<file path="src/rtl/dcache_flush_walker.sv">
// Flush/fence walker for the dcache (dirty,valid) state array: visits every set
// once, writes back dirty+valid lines, then cleans or invalidates them in place.
module dcache_flush_walker #(
  parameter int AW = 5,
  parameter int DW = 2
) (
  input  logic          clk,
  input  logic          rst,
  input  logic          flush_req,
  input  logic          inval,
  output logic          busy,
  output logic          done,
  output logic [AW+2:0] wb_count,
  output logic [AW-1:0] sram_index,
  output logic [1:0]    sram_way,
  output logic [DW-1:0] sram_din,
  output logic          sram_we,
  output logic          sram_en,
  input  logic [DW-1:0] sram_dout0,
  input  logic [DW-1:0] sram_dout1,
  input  logic [DW-1:0] sram_dout2,
  input  logic [DW-1:0] sram_dout3,
  output logic          wb_valid,
  input  logic          wb_ready,
  output logic [AW-1:0] wb_index,
  output logic [1:0]    wb_way
);

  typedef enum logic [2:0] {
    S_IDLE, S_READ, S_CHECK, S_WB, S_CLR, S_NEXT, S_DONE
  } state_e;

  state_e               state_q;
  logic                 inval_q;
  logic [AW-1:0]        idx_q;
  logic [1:0]           way_q;
  logic [3:0][DW-1:0]   st_q;
  logic [AW+2:0]        wb_cnt_q;
  logic                 busy_q, done_q, wb_valid_q, sram_en_q, sram_we_q;
  logic [AW-1:0]        sram_index_q, wb_index_q;
  logic [1:0]           sram_way_q, wb_way_q;
  logic [DW-1:0]        sram_din_q;

  logic [DW-1:0]        cur_d;
  logic                 last_way_d;
  logic                 last_set_d;
  logic [DW-1:0]        clr_din_d;

  assign cur_d      = st_q[way_q];
  assign last_way_d = (way_q == 2'd3);
  assign last_set_d = (idx_q == {AW{1'b1}});
  assign clr_din_d  = inval_q ? DW'(0) : DW'(1);

  always_ff @(posedge clk) begin
    if (rst) begin
      state_q      <= S_IDLE;
      inval_q      <= 1'b0;
      idx_q        <= '0;
      way_q        <= '0;
      st_q         <= '0;
      wb_cnt_q     <= '0;
      busy_q       <= 1'b0;
      done_q       <= 1'b0;
      wb_valid_q   <= 1'b0;
      sram_en_q    <= 1'b0;
      sram_we_q    <= 1'b0;
      sram_din_q   <= '0;
      sram_index_q <= '0;
      sram_way_q   <= '0;
      wb_index_q   <= '0;
      wb_way_q     <= '0;
    end else begin
      // Array strobes are single-cycle; states that need them re-assert below.
      sram_en_q  <= 1'b0;
      sram_we_q  <= 1'b0;
      sram_din_q <= '0;
      done_q     <= 1'b0;
      unique case (state_q)
        S_IDLE: begin
          if (flush_req) begin
            inval_q      <= inval;
            idx_q        <= '0;
            way_q        <= '0;
            wb_cnt_q     <= '0;
            busy_q       <= 1'b1;
            sram_en_q    <= 1'b1;
            sram_index_q <= '0;
            sram_way_q   <= '0;
            state_q      <= S_READ;
          end
        end
        S_READ: begin
          st_q    <= {sram_dout3, sram_dout2, sram_dout1, sram_dout0};
          way_q   <= '0;
          state_q <= S_CHECK;
        end
        S_CHECK: begin
          // A dirty-but-invalid line (10) is treated as absent.
          if (cur_d[1] && cur_d[0]) begin
            wb_valid_q <= 1'b1;
            wb_index_q <= idx_q;
            wb_way_q   <= way_q;
            state_q    <= S_WB;
          end else if (inval_q && cur_d[0]) begin
            sram_en_q    <= 1'b1;
            sram_we_q    <= 1'b1;
            sram_index_q <= idx_q;
            sram_way_q   <= way_q;
            sram_din_q   <= clr_din_d;
            state_q      <= S_CLR;
          end else if (last_way_d) begin
            state_q <= S_NEXT;
          end else begin
            way_q <= way_q + 2'd1;
          end
        end
        S_WB: begin
          if (wb_ready) begin
            wb_valid_q   <= 1'b0;
            wb_cnt_q     <= wb_cnt_q + (AW+3)'(1);
            sram_en_q    <= 1'b1;
            sram_we_q    <= 1'b1;
            sram_index_q <= idx_q;
            sram_way_q   <= way_q;
            sram_din_q   <= clr_din_d;
            state_q      <= S_CLR;
          end
        end
        S_CLR: begin
          if (last_way_d) begin
            state_q <= S_NEXT;
          end else begin
            way_q   <= way_q + 2'd1;
            state_q <= S_CHECK;
          end
        end
        S_NEXT: begin
          if (last_set_d) begin
            busy_q  <= 1'b0;
            done_q  <= 1'b1;
            state_q <= S_DONE;
          end else begin
            idx_q        <= idx_q + AW'(1);
            sram_en_q    <= 1'b1;
            sram_index_q <= idx_q + AW'(1);
            sram_way_q   <= '0;
            state_q      <= S_READ;
          end
        end
        S_DONE: state_q <= S_IDLE;
        default: state_q <= S_IDLE;
      endcase
    end
  end

  assign busy       = busy_q;
  assign done       = done_q;
  assign wb_count   = wb_cnt_q;
  assign sram_index = sram_index_q;
  assign sram_way   = sram_way_q;
  assign sram_din   = sram_din_q;
  assign sram_we    = sram_we_q;
  assign sram_en    = sram_en_q;
  assign wb_valid   = wb_valid_q;
  assign wb_index   = wb_index_q;
  assign wb_way     = wb_way_q;

endmodule

</file>
<file path="config.mk">
export PLATFORM = sky130hd
export DESIGN_NAME = dcache_flush_walker
export DESIGN_NICKNAME = d
export VERILOG_FILES = /design/src/rtl/dcache_flush_walker.sv
export SDC_FILE = /design/constraint.sdc
export NUM_CORES = 1
export LEC_CHECK = 0
export ABC_AREA = 1
export ABC_CLOCK_PERIOD_IN_PS = 2150
export CAP_MARGIN = 20
export CORE_MARGIN = 1
export CORE_UTILIZATION = 52
export DETAILED_ROUTE_END_ITERATION = 10
export PLACE_DENSITY = 0.87
export SLEW_MARGIN = 10
export SYNTH_ARGS = -nofsm -noshare
export SYNTH_HDL_FRONTEND = slang
export SYNTH_SLANG_ARGS = --single-unit
</file>
<file path="constraint.sdc">
create_clock -name clk -period 2.15 [get_ports clk]
set_input_delay 0.645 -clock clk [delete_from_list [all_inputs] [get_ports clk]]
set_output_delay 0.645 -clock clk [all_outputs]
set_load 0.05 [all_outputs]
</file>
* Word-level counts from Yosys, hierarchy flattened
Cells that the tools add are included.
** Storage, ports and cells
- Register bits after elaboration :: 48
- Input bits :: 13
- Output and inout port bits :: 29
- Word-level logic and storage cells :: 107
** Operators by class
- $add $sub $neg :: 3
- Order comparisons :: 1
- Eq/ne operators :: 16
- Multiplexer cells :: 49
- Bitwise gates (word level) :: 1
- Reduce and logical (&&, ||, !) cells :: 18
** Operators with widths (number)
- 2-to-1 mux 5 bit :: 5
- 2-to-1 mux 3 bit :: 7
- case mux 5 bit (4 select lines) :: 1
- 2-to-1 mux 2 bit :: 9
- case mux 3 bit (6 select lines) :: 1
- 2-to-1 mux 8 bit :: 2
- != test 2 bit (second input constant) :: 8
- case mux 2 bit (4 select lines) :: 2
- case mux 8 bit (2 select lines) :: 1
- AND reduction 3 bit :: 5
- 2-to-1 mux 1 bit :: 14
- case mux 5 bit (2 select lines) :: 1
- adder 8 x 1 -> 8 bit (second input constant) :: 1
- case mux 1 bit (2 select lines) :: 4
- nonzero test 4 bit :: 2
- == test 3 x 2 -> 1 bit (second input constant) :: 2
- == test 3 bit (second input constant) :: 2
- AND reduction 6 bit :: 1
- nonzero test 2 bit :: 3
- adder 5 x 1 -> 5 bit (second input constant) :: 1
- == test 5 bit (second input constant) :: 1
- binary-select mux 2 bit (select 2 bit) :: 1
- != test 4 bit (second input constant) :: 1
- case mux 1 bit (4 select lines) :: 1
- other kinds (10) :: 12

* Depth between registers and ports, before layout
Gate-level depths: netlist of the first run.
- Depth after elaboration :: 6
- Depth in mapped cells :: 11
- Gate-level depth less buffers :: 11

* Worst setup path after synthesis of the first run
No wires, ideal clock.
- Path kind :: register -> register
- Start point :: register idx_q[0]
- End point :: register sram_index_q[1] (netlist: sram_index[1])
- Setup time :: 71 ps
- Arrival time :: 1501 ps
- Required time :: 2079 ps
- Setup slack :: 578 ps
- Cell stages (with the launch flop) :: 10
- Buffers on the path :: 1
- Clock period less this slack :: 1572 ps
- Cell sequence :: dfxtp_1 > ha_1 > nand2_1 > nor2_1 > ha_1 > nor2_1 > nor2_4 > buf_6 > nand4_1 > a21oi_1
** Between the ends
- Cells in the longest elaborated chain, start to end :: 3
- Elaborated cells between the ends (all ways) :: 6
- Classes of those cells :: add/sub (1); eq/ne (2); mux (2); reduce/logical (1)
** Ends and longest elaborated chain
- from (decl) :: line 35 : logic [AW-1:0] idx_q;
- from (signal assigned) :: line 143 : idx_q <= idx_q + AW'(1);
- == test 5 bit :: line 51 : assign last_set_d = (idx_q == {AW{1'b1}});
- net last_set_d :: line 46 : logic last_set_d;
- != test 2 bit (no source line)
- AND reduction 6 bit (no source line)
- to (signal assigned) :: line 107 : sram_index_q <= idx_q;
- to (signal assigned) :: line 123 : sram_index_q <= idx_q;
- to (signal assigned) :: line 145 : sram_index_q <= idx_q + AW'(1);
- to (decl) :: line 40 : logic [AW-1:0] sram_index_q, wb_index_q;
The timed path passes the listed nets, and every way through them passes these cells. The select of a mux whose other input is x is not followed.
A chain may end at the register's enable or synchronous reset.

* Worst setup path after layout of the first run
- Start point :: register sram_index_q[1] (netlist: sram_index[1])
- End point :: output sram_index[1]
** RTL lines
- to (decl) :: line 14 : output logic [AW-1:0] sram_index,
No word-level cell between the ends.

==> impl_metrics.toml, run 1 <==
[setup_path]
crit_slowest_cell = "clkdlybuf4s50_1"
path_cells = "clkdlybuf4s50_1"
arrival_ns = 1.45
path_buf_inv = 1
slowest_delay_ns = 0.80
r2r.worst_path.cells = 9
cp.depth = 1
crit_required_ns = 1.50
endpoint_kind = "output port"
timing.critical_path.from_type = "flip-flop"
cp_top_family = "buffers and inverters"
cp_max_fo = 2
crit_type = "flip-flop to output port"

[clock_tree]
cts_buffers = 5
clkLatencyLatePin_ns = 0.31
cts.htree.levels = 2
cts_tree = "yes"
cts_max_path_buffers = 2
cts_sinks = 47
clk_pin_slew_worst_paths_ns = 0.09
clockRootBuffer = "clkbuf_8"
postCtsSetupBuffers = 0

[yosys]
synth-main-ff-cell = "dfxtp_1"
synth_most_common_cell = "nand2_1"
synthCells = 308
synthMuxAreaShare = 0
synth_compound_area_frac = 0.1441
synth.net_count = 326
synth_area_um2 = 2275
synth_warnings = 0
yosys.area_share.adder = 0.02750
synthArstFlopShare = 0
synth-xor-area-share = 0.003850
ys_seq_area_frac = 0.4136
synth_common_cells = "66 x nand2_1, 47 x dfxtp_1, 41 x nor2_1"
yosysTopAreaCell = "dfxtp_1"
netlist-cell-type-count = 34
synthTopCellsByArea = "dfxtp_1 41%, nand2_1 11%, a21oi_1 6.8%"
synth_top_family_by_area = "simple AND/OR/NAND/NOR gates"
syn_area_per_cell_um2 = 7.385
ys_seq_elements = 47
synth_edf_count = 0
synthSimpleGateAreaFrac = 0.3432
synth_top_area_frac = 0.4136

[placement]
place_area_um2 = 2665
dp.final_hpwl_um = 3621
port_buffers = 40
gp_congestion = 0.8829
dp_cells = 393

[layout]
final_core_util = 0.6825
final_area_um2 = 2789
num-nets-final = 368
layout.cells.non_filler = 401
layout-drive-gt1-share = 0.1852
area.growth.synth_to_final_pct = 22.61
antenna_cells = 0

[route]
via_per_inst = 5.352
drtIter0Drc = 201
ant_nets = 0
routed_wl_um = 4837
wl_per_cell_um = 12.06
via_count = 2146
first_pass_iters = 4
drcViolationCount = 0

[floorplanning]
die_y_um = 68.14
die_w_um = 68.14
io_pins = 42
num_rows = 23
dieArea_um2 = 4643
start_util = 0.5566
core_um2 = 4086

[timing]
min_period_ns = 2.095
tns_ns = 0
hold_viol = 0
rsz0062_at_grt = "false"
fin_worst_skew_ns = 0.008735
maxSlewViolCount = 0
tightest_slew_ns = 0.5457
max_slew_margin = 0.6348
setup_violations = 0
fin_crit_sh = 0.9745
max_freq_mhz = 477.3

[power_and_ir_drop]
p_leak_nw = 1.262
peakVddDrop_mv = 0.6422
power_density_nw_per_um2 = 1158

[run]
maxCapViolCount = 0

[hold_path]
hp-class = "flip-flop to flip-flop"
hold_depth = 2

[global_routing]
track_usage = 0.2345
globalRouteOverflowTotal = 0
grt_pass1_vias = 1833
grt_pass1_wl_um = 8162
grt_max_degree = 24
antenna_found_initial = 0

[run_status]
status = "finished, final reports clean"
==> what timing repair did <==
action                                  in CTS  in global routing
endpoints found under the setup margin       0                  3
resized for setup                            0                  3
hold buffers                                 0                  0
==> layout make-up <==
type                    instances  area, µm²
clock buffers                   5      68.82
clock inverters                 3      47.55
fillers                       368       1297
inverters                      28      105.1
multi-input cells             226       1184
flip-flops and latches         47      940.9
well taps                      50      62.56
repair buffers                 42      380.4
==> worst paths after layout <==
kind	startpoint	to	slack (ns)
min reg2reg	wb_valid$_SDFFE_PP0P_	wb_valid$_SDFFE_PP0P_	0.47
max reg2reg	idx_q[0]$_SDFFE_PP0P_	idx_q[1]$_SDFFE_PP0P_	0.25
max	sram_index[1]$_SDFFE_PP0P_	sram_index[1]	0.05
min	wb_valid$_SDFFE_PP0P_	wb_valid$_SDFFE_PP0P_	0.47
==> cells in the final DEF (no fill, tap or decap), types with 4 or more instances in the layout <==
cell	n
a21oi_1	31
buf_4	19
clkbuf_8	5
clkdlybuf4s50_1	20
dfxtp_1	47
ha_1	5
inv_1	19
inv_2	9
nand2_1	66
nand2_2	7
nand2_4	4
nand3_1	11
nand4_1	10
nor2_1	41
nor2_2	6
nor2_4	4
nor3_1	4
o21ai_0	18
==> worst register-to-register path, cell delays in order, from the launching register on <==
cell	delay [ns]
dfxtp_1	0.43
ha_1	0.22
nand2_1	0.06
nor2_1	0.14
ha_1	0.18
nor2_1	0.08
nor2_4	0.28
inv_1	0.15
o21ai_0	0.20
nor2_1	0.05
==> registers in the layout (all words and copies together), names as in the netlist <==
signal,flops
wb_way,2
state_q,3
sram_en,1
idx_q,5
wb_count,8
sram_din,1
st_q,8
busy,1
wb_index,5
sram_way,2
sram_index,5
inval_q,1
wb_valid,1
sram_we,1
way_q,2
done,1
==> routing by layer <==
metal	up-vias	track usage	part of all wire
met5	-	0	0
met4	0	0.1042	0.013
met3	5	0.04667	0.043
met2	55	0.3738	0.48
met1	990	0.3035	0.47
li1	1096	-	-
==> cells by family after synthesis <==
kind of cell               after synthesis
AOI/OAI and AO/OA                       60
xor gates and xnor gates                 1
adders and majority gates                5
buffers and inverters                   35
DFF                                     47
other                                    1
and+or+nand+nor                        159
==> report_power, final <==
group / leakage [nW] / internal, mW / switching [mW] / total, mW
clock: 0.0587 / 0.352 / 0.315 / 0.667
combinational: 0.821 / 0.433 / 0.967 / 1.40
sequential: 0.382 / 1.03 / 0.133 / 1.16
==> per-stage QoR <==
| stage | setup WS (ns) | hold WS [ns] | power [mW] |
|---|---|---|---|
| after floorplan | 0.5777 | 0.4435 | 2.276 |
| after global placement | 0.2141 | 0.4559 | 2.540 |
| after detailed placement | 0.1852 | 0.4632 | 2.569 |
| after CTS | 0.02187 | 0.4761 | 3.234 |
| after global routing | 0.004540 | 0.4932 | 3.480 |
| final | 0.05489 | 0.4730 | 3.229 |
No activity file was read; power rests on OpenSTA's default activity.
==> run 2, diff against run 1 <==
--- a/config.mk
+++ b/config.mk
@@ -11,7 +11,7 @@
 export CORE_MARGIN = 1
 export CORE_UTILIZATION = 52
 export DETAILED_ROUTE_END_ITERATION = 10
-export PLACE_DENSITY = 0.87
+export PLACE_DENSITY = 0.79
 export SLEW_MARGIN = 10
 export SYNTH_ARGS = -nofsm -noshare
 export SYNTH_HDL_FRONTEND = slang
==> run 2 against run 1 <==
Cell count is 0.25% higher. Power decreased by 3.3%. Highest routed layer unchanged. Register-to-register slack got worse by 0.03 ns. Critical endpoint is now busy. Critical path type unchanged. Via count fell by 3.2%.
==> impl_metrics.toml, run 2 (synthesis gave the netlist of run 1 again) <==
[clock_tree]
cts_max_path_buffers = 2
cts_buffers = 5
cts_tree = "yes"
clockRootBuffer = "clkbuf_8"
cts_sinks = 47
cts.htree.levels = 2
clk_pin_slew_worst_paths_ns = 0.09
clkLatencyLatePin_ns = 0.30
cts_hold_buf = 0

[timing]
whs_ns = 0.4714
setup_violations = 0
rsz0062_at_grt = "false"
fin_crit_sh = 0.9744
hold_viol = 0
max_freq_mhz = 477.3
tns_ns = 0
maxSlewViolCount = 0
max_slew_margin = 0.6680
fin_worst_skew_ns = 0.005800
tightest_slew_ns = 0.4965
min_period_ns = 2.095

[global_routing]
grt_pass1_wl_um = 7755
grt_util_met2 = 0.3480
busiest_layer = "met2"
track_usage = 0.2247
grt_pass1_vias = 1728
grt_util_met3 = 0.05333
use_met1 = 0.3024
globalRouteOverflowTotal = 0
antenna_found_initial = 0
grt_max_degree = 24

[layout]
mostFrequentLayoutCells = "66 x nand2_1, 47 x dfxtp_1, 41 x nor2_1"
layout-drive-gt1-share = 0.1875
num-nets-final = 369
layout_commonest_cell = "nand2_1"
fill_cells = 377
area.growth.synth_to_final_pct = 21.67
multiInputGateArea_um2 = 1184
antenna_cells = 0
seq_area_um2 = 940.9

[hold_path]
min_from = "wb_valid$_SDFFE_PP0P_"
hold_depth = 2
hp-class = "flip-flop to flip-flop"
hold_end = "wb_valid$_SDFFE_PP0P_"

[power_and_ir_drop]
swShare = 0.4543
power_frac_comb = 0.453
power_density_nw_per_um2 = 1128
p_leak_nw = 1.212
intPower_mw = 1.704
p_clk_frac = 0.174
p_sw_mw = 1.419
total_power_mw = 3.123
seqPwrFrac = 0.373
peakVddDrop_mv = 0.6049

[run]
maxCapViolCount = 0

[floorplanning]
num_rows = 23
die_y_um = 68.14
die_w_um = 68.14
io_pins = 42
dieArea_um2 = 4643
start_util = 0.5566
core_um2 = 4086

[route]
wl_per_cell_um = 12.02
routed_wl_um = 4831
drtIter0Drc = 115
via_count = 2077
first_pass_iters = 4
drcViolationCount = 0
via_per_inst = 5.167
ant_nets = 0

[setup_path]
ff2ff_setup_slack_ns = 0.22
cp_top_family = "buffers and inverters"
r2r_start = "idx_q[0]$_SDFFE_PP0P_"
crit_type = "flip-flop to output port"
slowest_delay_ns = 0.81
endpoint_kind = "output port"
cp_max_fo = 2
path_buf_inv = 1
timing.critical_path.from_type = "flip-flop"
r2r-end = "idx_q[3]$_SDFFE_PP0P_"
arrival_ns = 1.45
r2r.worst_path.cells = 9
crit_slowest_cell = "clkdlybuf4s50_1"
crit_required_ns = 1.50
path_cells = "clkdlybuf4s50_1"

[placement]
gp_congestion = 0.8304
dp.final_hpwl_um = 3536
port_buffers = 40

[run_status]
status = "finished, final reports clean"
[run 2: cell type report]
class | count | share of cell area
Clock inverter | 3 | 0.008590
Timing Repair Buffer | 43 | 0.1383
Clock buffer | 5 | 0.02486
Tap cell | 50 | 0.02260
Inverter | 28 | 0.03797
Sequential cell | 47 | 0.3400
Multi-Input combinational cell | 226 | 0.4277
[run 2: power groups by stage]
| stage | registers [mW] | clock network (mW) | logic (mW) |
|---|---|---|---|
| finish | 1.16 | 0.543 | 1.41 |
| CTS | 1.16 | 0.565 | 1.41 |
| floorplan | 1.29 | 0 | 0.986 |
| detailed placement | 1.18 | 0 | 1.41 |
| global route | 1.19 | 0.598 | 1.55 |
| global placement | 1.18 | 0 | 1.38 |
[run 2: per-stage QoR]
stage	instances	instance area, µm²	util	setup slack (ns)
after floorplan	308	2275	-	0.5777
after global placement	394	2673	0.6540	0.2175
after detailed placement	394	2673	0.6540	0.1884
after CTS	402	2765	0.6767	0.007416
after global routing	402	2768	0.6773	0.001939
final	402	2768	0.6773	0.05503
[run 2: per-layer routing]
metal / vias up / part of all wire
met5: - / 0
met4: 0 / 0.0097
met3: 4 / 0.051
met2: 52 / 0.44
met1: 924 / 0.50
li1: 1097 / -
[run 2: timing repair]
action	CTS	global route
setup buffers	0	0
endpoints found under the setup margin	0	1
gates resized for setup	0	1
[run 2: worst max-delay path by stage]
stage | start | to | slack [ns] | depth (start not counted)
floorplan | idx_q[0]$_SDFFE_PP0P_ | sram_index[1]$_SDFFE_PP0P_ | 0.58 | 9
global placement | wb_ready | wb_count[5]$_SDFFE_PP0P_ | 0.22 | 10
detailed placement | wb_ready | wb_count[5]$_SDFFE_PP0P_ | 0.19 | 10
CTS | wb_count[0]$_SDFFE_PP0P_ | wb_count[0] | 0.007 | 1
global route | sram_way[0]$_SDFFE_PP0P_ | sram_way[0] | 0.002 | 1
finish | busy$_SDFFE_PP0P_ | busy | 0.06 | 1
